[src/rtl/key_pkg.sv]
// Shared types and helpers for the key debounce bank.
// Optional auto-repeat is enabled by defining KEY_REPEAT_EN.
package key_pkg;

  typedef enum logic [2:0] {
    IDLE      = 3'd0,
    PRESS_CHK = 3'd1,
    HELD      = 3'd2,
    LONG      = 3'd3,
    REL_CHK   = 3'd4
  } key_state_t;

  // Per-channel registered outputs: debounced level plus three one-cycle strobes.
  typedef struct packed {
    logic level;
    logic press;
    logic rel;
    logic hold;
  } key_evt_t;

  localparam int unsigned KEY_MAX_CHANNELS = 32;
  localparam int unsigned KEY_SYNC_STAGES  = 2;

  function automatic int unsigned ms2cyc(input int unsigned clk_hz, input int unsigned ms);
    return (clk_hz / 1000) * ms;
  endfunction

  function automatic int unsigned max2(input int unsigned a, input int unsigned b);
    return (a > b) ? a : b;
  endfunction

  // Counter width able to hold max_cyc without wrapping.
  function automatic int unsigned cnt_width(input int unsigned max_cyc);
    int unsigned w;
    w = $clog2(max_cyc + 1);
    return (w < 1) ? 1 : w;
  endfunction

endpackage

[src/rtl/key_chan.sv]
// One key channel: 2-FF synchroniser, debounce counter, press/hold/release FSM.
// Auto-repeat in the LONG state exists only when KEY_REPEAT_EN is defined.
module key_chan
  import key_pkg::*;
#(
  parameter int unsigned DEB_CYC  = 5,
  parameter int unsigned LONG_CYC = 20,
`ifdef KEY_REPEAT_EN
  parameter int unsigned REP_CYC  = 4,
`endif
  parameter int unsigned CW       = 5
) (
  input  logic     clk,
  input  logic     rst,
  input  logic     keyin,
  output key_evt_t evt
);

  localparam logic [CW-1:0] DEB_LAST  = CW'(DEB_CYC - 1);
  localparam logic [CW-1:0] LONG_LAST = CW'(LONG_CYC - 1);
  localparam logic [CW-1:0] CNT_MAX   = '1;
`ifdef KEY_REPEAT_EN
  localparam logic [CW-1:0] REP_LAST  = CW'(REP_CYC - 1);
`endif

  logic          sync1;
  logic          sync2;
  logic          sk;
  key_state_t    state;
  key_state_t    ret_state;
  logic [CW-1:0] cnt;
  logic [CW-1:0] cnt_inc;

  // Sync chain resets to released (pins are active low).
  always_ff @(posedge clk or negedge rst) begin
    if (!rst) begin
      sync1 <= 1'b1;
      sync2 <= 1'b1;
    end else begin
      sync1 <= keyin;
      sync2 <= sync1;
    end
  end

  assign sk      = ~sync2;
  assign cnt_inc = (cnt == CNT_MAX) ? cnt : cnt + CW'(1);

  always_ff @(posedge clk or negedge rst) begin
    if (!rst) begin
      state     <= IDLE;
      ret_state <= HELD;
      cnt       <= '0;
      evt       <= '0;
    end else begin
      evt.press <= 1'b0;
      evt.rel   <= 1'b0;
      evt.hold  <= 1'b0;
      case (state)
        IDLE: begin
          cnt <= '0;
          if (sk) begin
            state <= PRESS_CHK;
            cnt   <= CW'(1);
          end
        end

        PRESS_CHK: begin
          if (!sk) begin
            state <= IDLE;
            cnt   <= '0;
          end else if (cnt >= DEB_LAST) begin
            state     <= HELD;
            cnt       <= '0;
            evt.level <= 1'b1;
            evt.press <= 1'b1;
          end else begin
            cnt <= cnt_inc;
          end
        end

        HELD: begin
          if (!sk) begin
            state     <= REL_CHK;
            ret_state <= HELD;
            cnt       <= CW'(1);
          end else if (cnt >= LONG_LAST) begin
            state    <= LONG;
            cnt      <= '0;
            evt.hold <= 1'b1;
          end else begin
            cnt <= cnt_inc;
          end
        end

        LONG: begin
          if (!sk) begin
            state     <= REL_CHK;
            ret_state <= LONG;
            cnt       <= CW'(1);
`ifdef KEY_REPEAT_EN
          end else if (cnt >= REP_LAST) begin
            cnt      <= '0;
            evt.hold <= 1'b1;
          end else begin
            cnt <= cnt_inc;
          end
`else
          end else begin
            cnt <= '0;
          end
`endif
        end

        // A bounce back to pressed resumes the previous hold phase with a fresh count.
        REL_CHK: begin
          if (sk) begin
            state <= ret_state;
            cnt   <= '0;
          end else if (cnt >= DEB_LAST) begin
            state     <= IDLE;
            cnt       <= '0;
            evt.level <= 1'b0;
            evt.rel   <= 1'b1;
          end else begin
            cnt <= cnt_inc;
          end
        end

        default: begin
          state     <= IDLE;
          cnt       <= '0;
          evt.level <= 1'b0;
        end
      endcase
    end
  end

endmodule

[src/rtl/key_debounce_array.sv]
// N-channel active-low key front end: per-channel debounce with level and event strobes.
// Define KEY_REPEAT_EN to add auto-repeat of long_pulse while a key stays held.
module key_debounce_array
  import key_pkg::*;
#(
  parameter int unsigned N_KEYS    = 4,
  parameter int unsigned CLK_HZ    = 50000000,
  parameter int unsigned DEB_MS    = 20,
  parameter int unsigned LONG_MS   = 1000,
  parameter int unsigned REPEAT_MS = 200
) (
  input  logic              clk,
  input  logic              rst,
  input  logic [N_KEYS-1:0] keyin,
  output logic [N_KEYS-1:0] key_level,
  output logic [N_KEYS-1:0] press_pulse,
  output logic [N_KEYS-1:0] release_pulse,
  output logic [N_KEYS-1:0] long_pulse
);

  localparam int unsigned DEB_CYC  = ms2cyc(CLK_HZ, DEB_MS);
  localparam int unsigned LONG_CYC = ms2cyc(CLK_HZ, LONG_MS);
  localparam int unsigned REP_CYC  = ms2cyc(CLK_HZ, REPEAT_MS);
`ifdef KEY_REPEAT_EN
  localparam int unsigned CW = cnt_width(max2(max2(DEB_CYC, LONG_CYC), REP_CYC));
`else
  localparam int unsigned CW = cnt_width(max2(DEB_CYC, LONG_CYC));
`endif

  // Elaboration-time sanity checks on the derived cycle counts.
  if (N_KEYS < 1 || N_KEYS > KEY_MAX_CHANNELS) begin : g_bad_n
    $error("key_debounce_array: N_KEYS out of range");
  end
  if (DEB_CYC < 2 || LONG_CYC < 2) begin : g_bad_cyc
    $error("key_debounce_array: debounce/long periods too short for CLK_HZ");
  end
  if (REP_CYC < 2) begin : g_bad_rep
    $error("key_debounce_array: repeat period too short for CLK_HZ");
  end

  for (genvar i = 0; i < N_KEYS; i++) begin : g_chan
    key_evt_t evt;

    key_chan #(
      .DEB_CYC  (DEB_CYC),
      .LONG_CYC (LONG_CYC),
`ifdef KEY_REPEAT_EN
      .REP_CYC  (REP_CYC),
`endif
      .CW       (CW)
    ) u_chan (
      .clk   (clk),
      .rst   (rst),
      .keyin (keyin[i]),
      .evt   (evt)
    );

    assign key_level[i]     = evt.level;
    assign press_pulse[i]   = evt.press;
    assign release_pulse[i] = evt.rel;
    assign long_pulse[i]    = evt.hold;
  end

endmodule

[config.mk]
export PLATFORM = sky130hd
export DESIGN_NAME = key_debounce_array
export DESIGN_NICKNAME = d
export VERILOG_FILES = /design/src/rtl/key_pkg.sv /design/src/rtl/key_chan.sv /design/src/rtl/key_debounce_array.sv
export SDC_FILE = /design/constraint.sdc
export NUM_CORES = 1
export LEC_CHECK = 0
export CAP_MARGIN = 25
export CORE_UTILIZATION = 40
export CTS_BUF_LIST = sky130_fd_sc_hd__clkbuf_4 sky130_fd_sc_hd__clkbuf_8
export CTS_CLUSTER_SIZE = 12
export DETAILED_ROUTE_END_ITERATION = 6
export SETUP_SLACK_MARGIN = 0.05
export SLEW_MARGIN = 20
export SYNTH_ARGS = -nofsm -noshare
export SYNTH_HDL_FRONTEND = slang
export SYNTH_SLANG_ARGS = --single-unit
[constraint.sdc]
create_clock -name clk -period 2.55 [get_ports clk]
set_clock_uncertainty 0.05 [all_clocks]
set_input_delay 0.3825 -clock clk [delete_from_list [all_inputs] [get_ports clk]]
set_output_delay 0.3825 -clock clk [all_outputs]
set_load 0.01 [all_outputs]
==> reports/metrics.cfg, run 1 <==
[logic_synthesis]
syn_area_per_cell_um2=9.14
synthArstFlopShare=1.00
synth_area_um2=7670
ys_top_cells_by_area=dfrtp_1 (44%), nor2_1 (7.0%), xnor2_1 (4.8%)
synth_edf_count=0
synth_warnings=0
synthTopCellsByCount=nor2_1 (144), dfrtp_1 (136), nand3_1 (57), nand2_1 (49), xnor2_1 (42)
synthCells=839
synthDistinctLibCells=65
yosysSeqAreaShare=0.471
synth-seq-cells=144
yosysTopAreaCellShare=0.444
yosysMostFrequentCell=nor2_1
synth_top_area_cell=dfrtp_1
synth_fp_nets=849
synth-main-ff-cell=dfrtp_1

[cts]
cts_tree=done
root_buffer=clkbuf_8
cts_buffers=17
clk-insertion-delay-late_ps=460
clk_pin_slew_ps=80
postCtsSetupRepairBufs=0
clock_path_buffers=2
htreeDepth=4
cts.sinks=144

[setup_path]
crit_type=flip-flop to flip-flop
r2r_setup_slack_ps=180
path_max_fanout=4
crit_cells=7
path_common_cell=or4_1
critPathRequiredTime_ps=2830
critPathSlowestCell=or4_1
critical_path_arrival_ps=2660
path_cells=or4_1 > or4_1 > o211a_1 > a2bb2oi_2 > buf_4 > nand2b_1 > o211ai_1
crit_path_max_incr_delay_ps=530
crit_buf_inv=1
critPathLaunchType=flip-flop
worstReg2RegEnd=g_chan[3].u_chan.state[0]
r2r_cells=7
startpoint=g_chan[3].u_chan.cnt[13]
cp-end-kind=flip-flop
path_delay_family=simple AND/OR/NAND/NOR gates
reg2reg_from=g_chan[3].u_chan.cnt[13]

[die]
die_w_um=140
die_y_um=140
rows=50
core_region_area_um2=18800
initial_core_util=0.409
die_area_um2=19700
ioPinCount=22

[sta]
finalCritPeriodShare=0.930
setup_violations=0
fin_tns_setup_ps=0
drv_slew=0
tightest_slew_ps=665
timing.fmax_mhz=422
finalWorstSetupSlack_ps=179
hold_viol=0
rsz0062_at_grt=false
period_minus_slack_ps=2370
relSlewSlack=0.551

[pwr]
ir_worst_vdd_uv=341
internal_power_w=0.00369
swShare=0.272
p_seq_frac=0.492
power_density_nw_per_um2=577
total_power_w=0.00508
comb_power_share=0.129
leakage_nw=3.59
switchingPower_w=0.00138
clkPwrFrac=0.379

[global_routing]
grt_pass1_vias=5964
grt-ovfl-total=0
grt_pass1_wl_um=28700
grt_max_degree=56
grt_use_total=0.180
grt_antenna_before_repair=0

[drt]
postRouteAntennaNets=0
vias=6115
drc=0
wl_per_cell_um=14.5
drt-initial-drc-count=318
finalWirelength_um=16400
dr.pass1.iters=4
via_per_inst=5.42

[hold_path]
holdCritStartpoint=keyin[2]
whs_path_depth=1
hold_end=g_chan[2].u_chan.sync1
hold_class=input port to flip-flop

[placement]
portBuffers=21
dp_slack_ps=191
detailed_place_hpwl_um=11200
gp_congestion=0.848

[outcome]
status=complete, no violations

[cells_and_area]
area_growth_pct=14.7
num-nets-final=892
final_layout_size_suffix_gt1_frac=0.113
antenna_cells=0
nFillCells=1773

[job]
cap_violations=0

==> layer usage <==
layer	vias to the layer above	GRT usage	part of all wire
li1	3068	-	-
met1	2932	0.248	0.50
met2	90	0.278	0.44
met3	25	0.0410	0.032
met4	0	0.0658	0.018
met5	-	0	0
==> placed cells by master, fill, tap and decap left out, drive strengths merged, types with 25 or more instances in the layout <==
cell type  synthesis  final
xor2              41     41
nand3             57     57
xnor2             42     42
nor3              39     39
nand4             32     32
nor2             144    144
and3              28     28
nand2             49     49
dfrtp            136    136
a21oi             25     25
buf               13     43
==> cells by family (layout without fill, tap and decap cells) <==
logic type	after synthesis	in the layout	share of synthesized area
xor+xnor	83	83	0.0948
simple gates	429	429	0.283
mux	6	6	0.00832
compound gates	113	113	0.103
buf+inv	60	116	0.0335
flops	144	144	0.471
fa+ha+maj	4	4	0.00653
==> through the flow <==
stage | hold slack [ps] | cell area, µm² | util | std cells
after floorplan | 36.9 | 7670 | - | 839
after global placement | 296 | 8350 | 0.445 | 1096
after detailed placement | 297 | 8350 | 0.445 | 1096
after global routing | 253 | 8790 | 0.469 | 1129
after CTS | 253 | 8780 | 0.468 | 1129
final | 274 | 8790 | 0.469 | 1129
==> power by group through the flow <==
stage	registers, W	clock network (W)	logic [W]
floorplan	0.00246	0	0.000531
global placement	0.00254	0	0.000658
detailed placement	0.00254	0	0.000659
CTS	0.00250	0.00198	0.000665
global route	0.00252	0.00209	0.000756
finish	0.00250	0.00192	0.000655
==> sequential cells by signal (all words and copies together) (netlist names) <==
| register | count |
|---|---|
| g_chan.u_chan.sync1 | 4 |
| g_chan.u_chan.state | 12 |
| g_chan.u_chan.cnt | 104 |
| g_chan.u_chan.ret_state | 4 |
| g_chan.u_chan.sync2 | 4 |
| g_chan.u_chan.evt | 16 |
==> how the worst max path moves through the flow <==
| stage | to | slack [ps] |
|---|---|---|
| 6_report | g_chan[3].u_chan.state[0] | 180 |
| 4_1_cts | g_chan[0].u_chan.cnt[20] | 130 |
| 3_5_place_dp | g_chan[3].u_chan.state[0] | 190 |
| 2_1_floorplan | g_chan[3].u_chan.cnt[11] | 290 |
| 5_1_grt | g_chan[1].u_chan.cnt[6] | 60 |
| 3_3_place_gp | g_chan[1].u_chan.cnt[6] | 200 |
==> layout make-up <==
cell class | count | area [µm²] | share of cell area
timing repair buffer | 64 | 574 | 0.0653
multi-input combinational | 635 | 3820 | 0.434
clock inverter | 10 | 136 | 0.0155
inverter | 20 | 75.1 | 0.00854
sequential | 144 | 3610 | 0.411
tap | 234 | 293 | 0.0333
clock buffer | 22 | 284 | 0.0323
==> timing repair <==
action / CTS / global route
hold buffers: 1 / 0
resized for setup: 0 / 4
setup endpoints to repair: 0 / 21
endpoints found under the hold margin: 51 / 0
(Power assumes the default switching activity.)
==> run 2, diff against run 1 <==
--- a/config.mk
+++ b/config.mk
@@ -6,6 +6,7 @@
 export NUM_CORES = 1
 export LEC_CHECK = 0
 export CAP_MARGIN = 25
+export CORE_MARGIN = 2
 export CORE_UTILIZATION = 40
 export CTS_BUF_LIST = sky130_fd_sc_hd__clkbuf_4 sky130_fd_sc_hd__clkbuf_8
 export CTS_CLUSTER_SIZE = 12
@@ -15,3 +16,4 @@
 export SYNTH_ARGS = -nofsm -noshare
 export SYNTH_HDL_FRONTEND = slang
 export SYNTH_SLANG_ARGS = --single-unit
+export TNS_END_PERCENT = 30
==> reports/metrics.cfg, run 2 (synthesized netlist as in run 1, its figures left out) <==
[cts]
cts_tree=done  ; unchanged
clock_path_buffers=2  ; unchanged
cts_buffers=17  ; unchanged
root_buffer=clkbuf_8  ; unchanged
htreeDepth=4  ; unchanged
clk-insertion-delay-late_ps=460  ; about the same
cts.sinks=144  ; unchanged
clk_pin_slew_ps=90  ; was 80 ps

[pwr]
swShare=0.262  ; was 0.272
internal_power_w=0.00393  ; was 0.00369 W
clkPwrFrac=0.406  ; was 0.379
ir_worst_vdd_uv=321  ; was 341 µV
p_seq_frac=0.470  ; was 0.492
switchingPower_w=0.00139  ; was 0.00138 W
comb_power_share=0.124  ; was 0.129
leakage_nw=3.63  ; was 3.59 nW
power_density_nw_per_um2=599  ; was 577 nW/µm²

[sta]
drv_slew=0  ; unchanged
fin_tns_setup_ps=0  ; unchanged
tightest_slew_ps=629  ; was 665 ps
hold_viol=0  ; unchanged
finalCritPeriodShare=0.935  ; was 0.930
fin_hold_ws_ps=278  ; was 274 ps
timing.fmax_mhz=419  ; was 422 MHz
relSlewSlack=0.577  ; was 0.551
setup_violations=0  ; unchanged
rsz0062_at_grt=false  ; unchanged
period_minus_slack_ps=2380  ; was 2370 ps

[drt]
vias=6127  ; was 6115
drt-initial-drc-count=361  ; was 318
postRouteAntennaNets=0  ; unchanged
wl_per_cell_um=14.7  ; was 14.5 µm
dr.pass1.iters=4  ; unchanged
via_per_inst=5.42  ; about the same
drc=0  ; unchanged
finalWirelength_um=16600  ; was 16400 µm

[cells_and_area]
final_cell_mix=nor2_1 (144), dfrtp_1 (136), nand3_1 (57), nand2_1 (49)  ; was nor2_1 (144), dfrtp_1 (136), nand3_1 (57), nand2_1 (49), xnor2_1 (42)
regMostFlops=g_chan.u_chan.cnt  ; unchanged
largest_register_ffs=104  ; unchanged
antenna_cells=0  ; unchanged
nFillCells=1783  ; was 1773
num-nets-final=894  ; was 892
layout_commonest_cell=nor2_1  ; unchanged
area_growth_pct=15.8  ; was 14.7%
top_regs=g_chan.u_chan.cnt: 104 flops, g_chan.u_chan.evt: 16 flops, g_chan.u_chan.state: 12 flops  ; unchanged
final_layout_size_suffix_gt1_frac=0.115  ; was 0.113

[setup_path]
worstReg2RegEnd=g_chan[1].u_chan.cnt[19]  ; was g_chan[3].u_chan.state[0]
cp-end-kind=flip-flop  ; unchanged
reg2reg_from=g_chan[1].u_chan.cnt[24]  ; was g_chan[3].u_chan.cnt[13]
r2r_setup_slack_ps=170  ; was 180 ps
critPathRequiredTime_ps=2880  ; was 2830 ps
worstSetupEndpoint=g_chan[1].u_chan.cnt[19]  ; was g_chan[3].u_chan.state[0]
critPathLaunchType=flip-flop  ; unchanged
r2r_cells=7  ; unchanged
path_max_fanout=14  ; was 4
crit_type=flip-flop to flip-flop  ; unchanged
critical_path_arrival_ps=2720  ; was 2660 ps
startpoint=g_chan[1].u_chan.cnt[24]  ; was g_chan[3].u_chan.cnt[13]

[global_routing]
grt_use_total=0.175  ; was 0.180
grt_max_degree=60  ; was 56
grt_pass1_wl_um=28900  ; was 28700 µm
grt-ovfl-total=0  ; unchanged
grt_pass1_vias=6031  ; was 5964
grt_antenna_before_repair=0  ; unchanged

[outcome]
status=complete, no violations  ; unchanged

[placement]
portBuffers=21  ; unchanged
detailed_place_hpwl_um=11500  ; was 11200 µm
gp_congestion=0.842  ; was 0.848

[die]
rows=50  ; unchanged
die_area_um2=20300  ; was 19700 µm²
ioPinCount=22  ; unchanged
die_y_um=142  ; was 140 µm
core_region_area_um2=18800  ; unchanged
die_w_um=142  ; was 140 µm
initial_core_util=0.409  ; unchanged

[job]
cap_violations=0  ; unchanged

[hold_path]
hold_class=input port to flip-flop  ; unchanged

[run 2: changes by cell type in the layout (fill, tap and decap cells not counted), sizes merged]
cell      delta
buf          +2
bufinv       +2
clkinv       -1
clkinvlp     -1
[run 2: metal layers]
metal | track usage | up-vias | share of wire | wire, µm
met4 | 0.0620 | 0 | 0.018 | 306
met3 | 0.0350 | 26 | 0.029 | 483
li1 | - | 3079 | - | -
met1 | 0.247 | 2929 | 0.51 | 8480
met2 | 0.267 | 93 | 0.44 | 7300
met5 | 0 | - | 0 | 0
[run 2: worst max-delay path, stage by stage, from the launching register on]
cell and delay (ps):
dfrtp_1 430, or4_1 590, a2111oi_4 380, o211ai_1 200, o31a_2 230, buf_12 180, buf_4 150, nor2_1 100
[run 2: worst min path at each step]
| stage | cells past startpoint | endpoint | start | slack [ps] |
|---|---|---|---|---|
| 6_report | 1 | g_chan[2].u_chan.sync1 | keyin[2] | 280 |
| 4_1_cts | 1 | g_chan[2].u_chan.sync1 | keyin[2] | 260 |
| 3_5_place_dp | 0 | g_chan[0].u_chan.sync2 | g_chan[0].u_chan.sync1 | 300 |
| 3_3_place_gp | 0 | g_chan[3].u_chan.sync2 | g_chan[3].u_chan.sync1 | 300 |
| 5_1_grt | 1 | g_chan[0].u_chan.sync1 | keyin[0] | 260 |
| 2_1_floorplan | 0 | g_chan[0].u_chan.cnt[0] | rst | 40 |
[run 2: repair_timing]
item / 4_1_cts / 5_1_grt
endpoints found under the hold margin: 54 / 0
endpoints found under the setup margin: 0 / 51
buffers inserted: 0 / 2
resized for setup: 0 / 7
hold buffers: 1 / 0
[run 2: area by class of cell]
class,count,area (µm²),area share
Clock buffer,22,297,0.0334
Inverter,20,75.1,0.00846
Timing Repair Buffer,66,577,0.0650
Tap cell,234,293,0.0330
Clock inverter,10,180,0.0203
Multi-Input combinational cell,635,3840,0.433
Sequential cell,144,3610,0.407
[run 2: metrics by stage]
| step | setup slack, ps | cells | total power, W | cell area, µm² | utilization |
|---|---|---|---|---|---|
| after global placement | 190 | 1096 | 0.00320 | 8330 | 0.444 |
| after global routing | 24.6 | 1131 | 0.00559 | 8880 | 0.473 |
| after CTS | 73.9 | 1129 | 0.00538 | 8820 | 0.470 |
| after floorplan | 285 | 839 | 0.00299 | 7670 | - |
| final | 165 | 1131 | 0.00532 | 8880 | 0.473 |
| after detailed placement | 118 | 1096 | 0.00320 | 8330 | 0.444 |
[run 2: power groups by stage]
stage | combinational [W] | clock, W | sequential (W)
after floorplan | 0.000531 | 0 | 0.00246
after global placement | 0.000652 | 0 | 0.00255
after detailed placement | 0.000655 | 0 | 0.00255
after CTS | 0.000661 | 0.00222 | 0.00250
after global routing | 0.000759 | 0.00231 | 0.00252
final | 0.000659 | 0.00216 | 0.00250
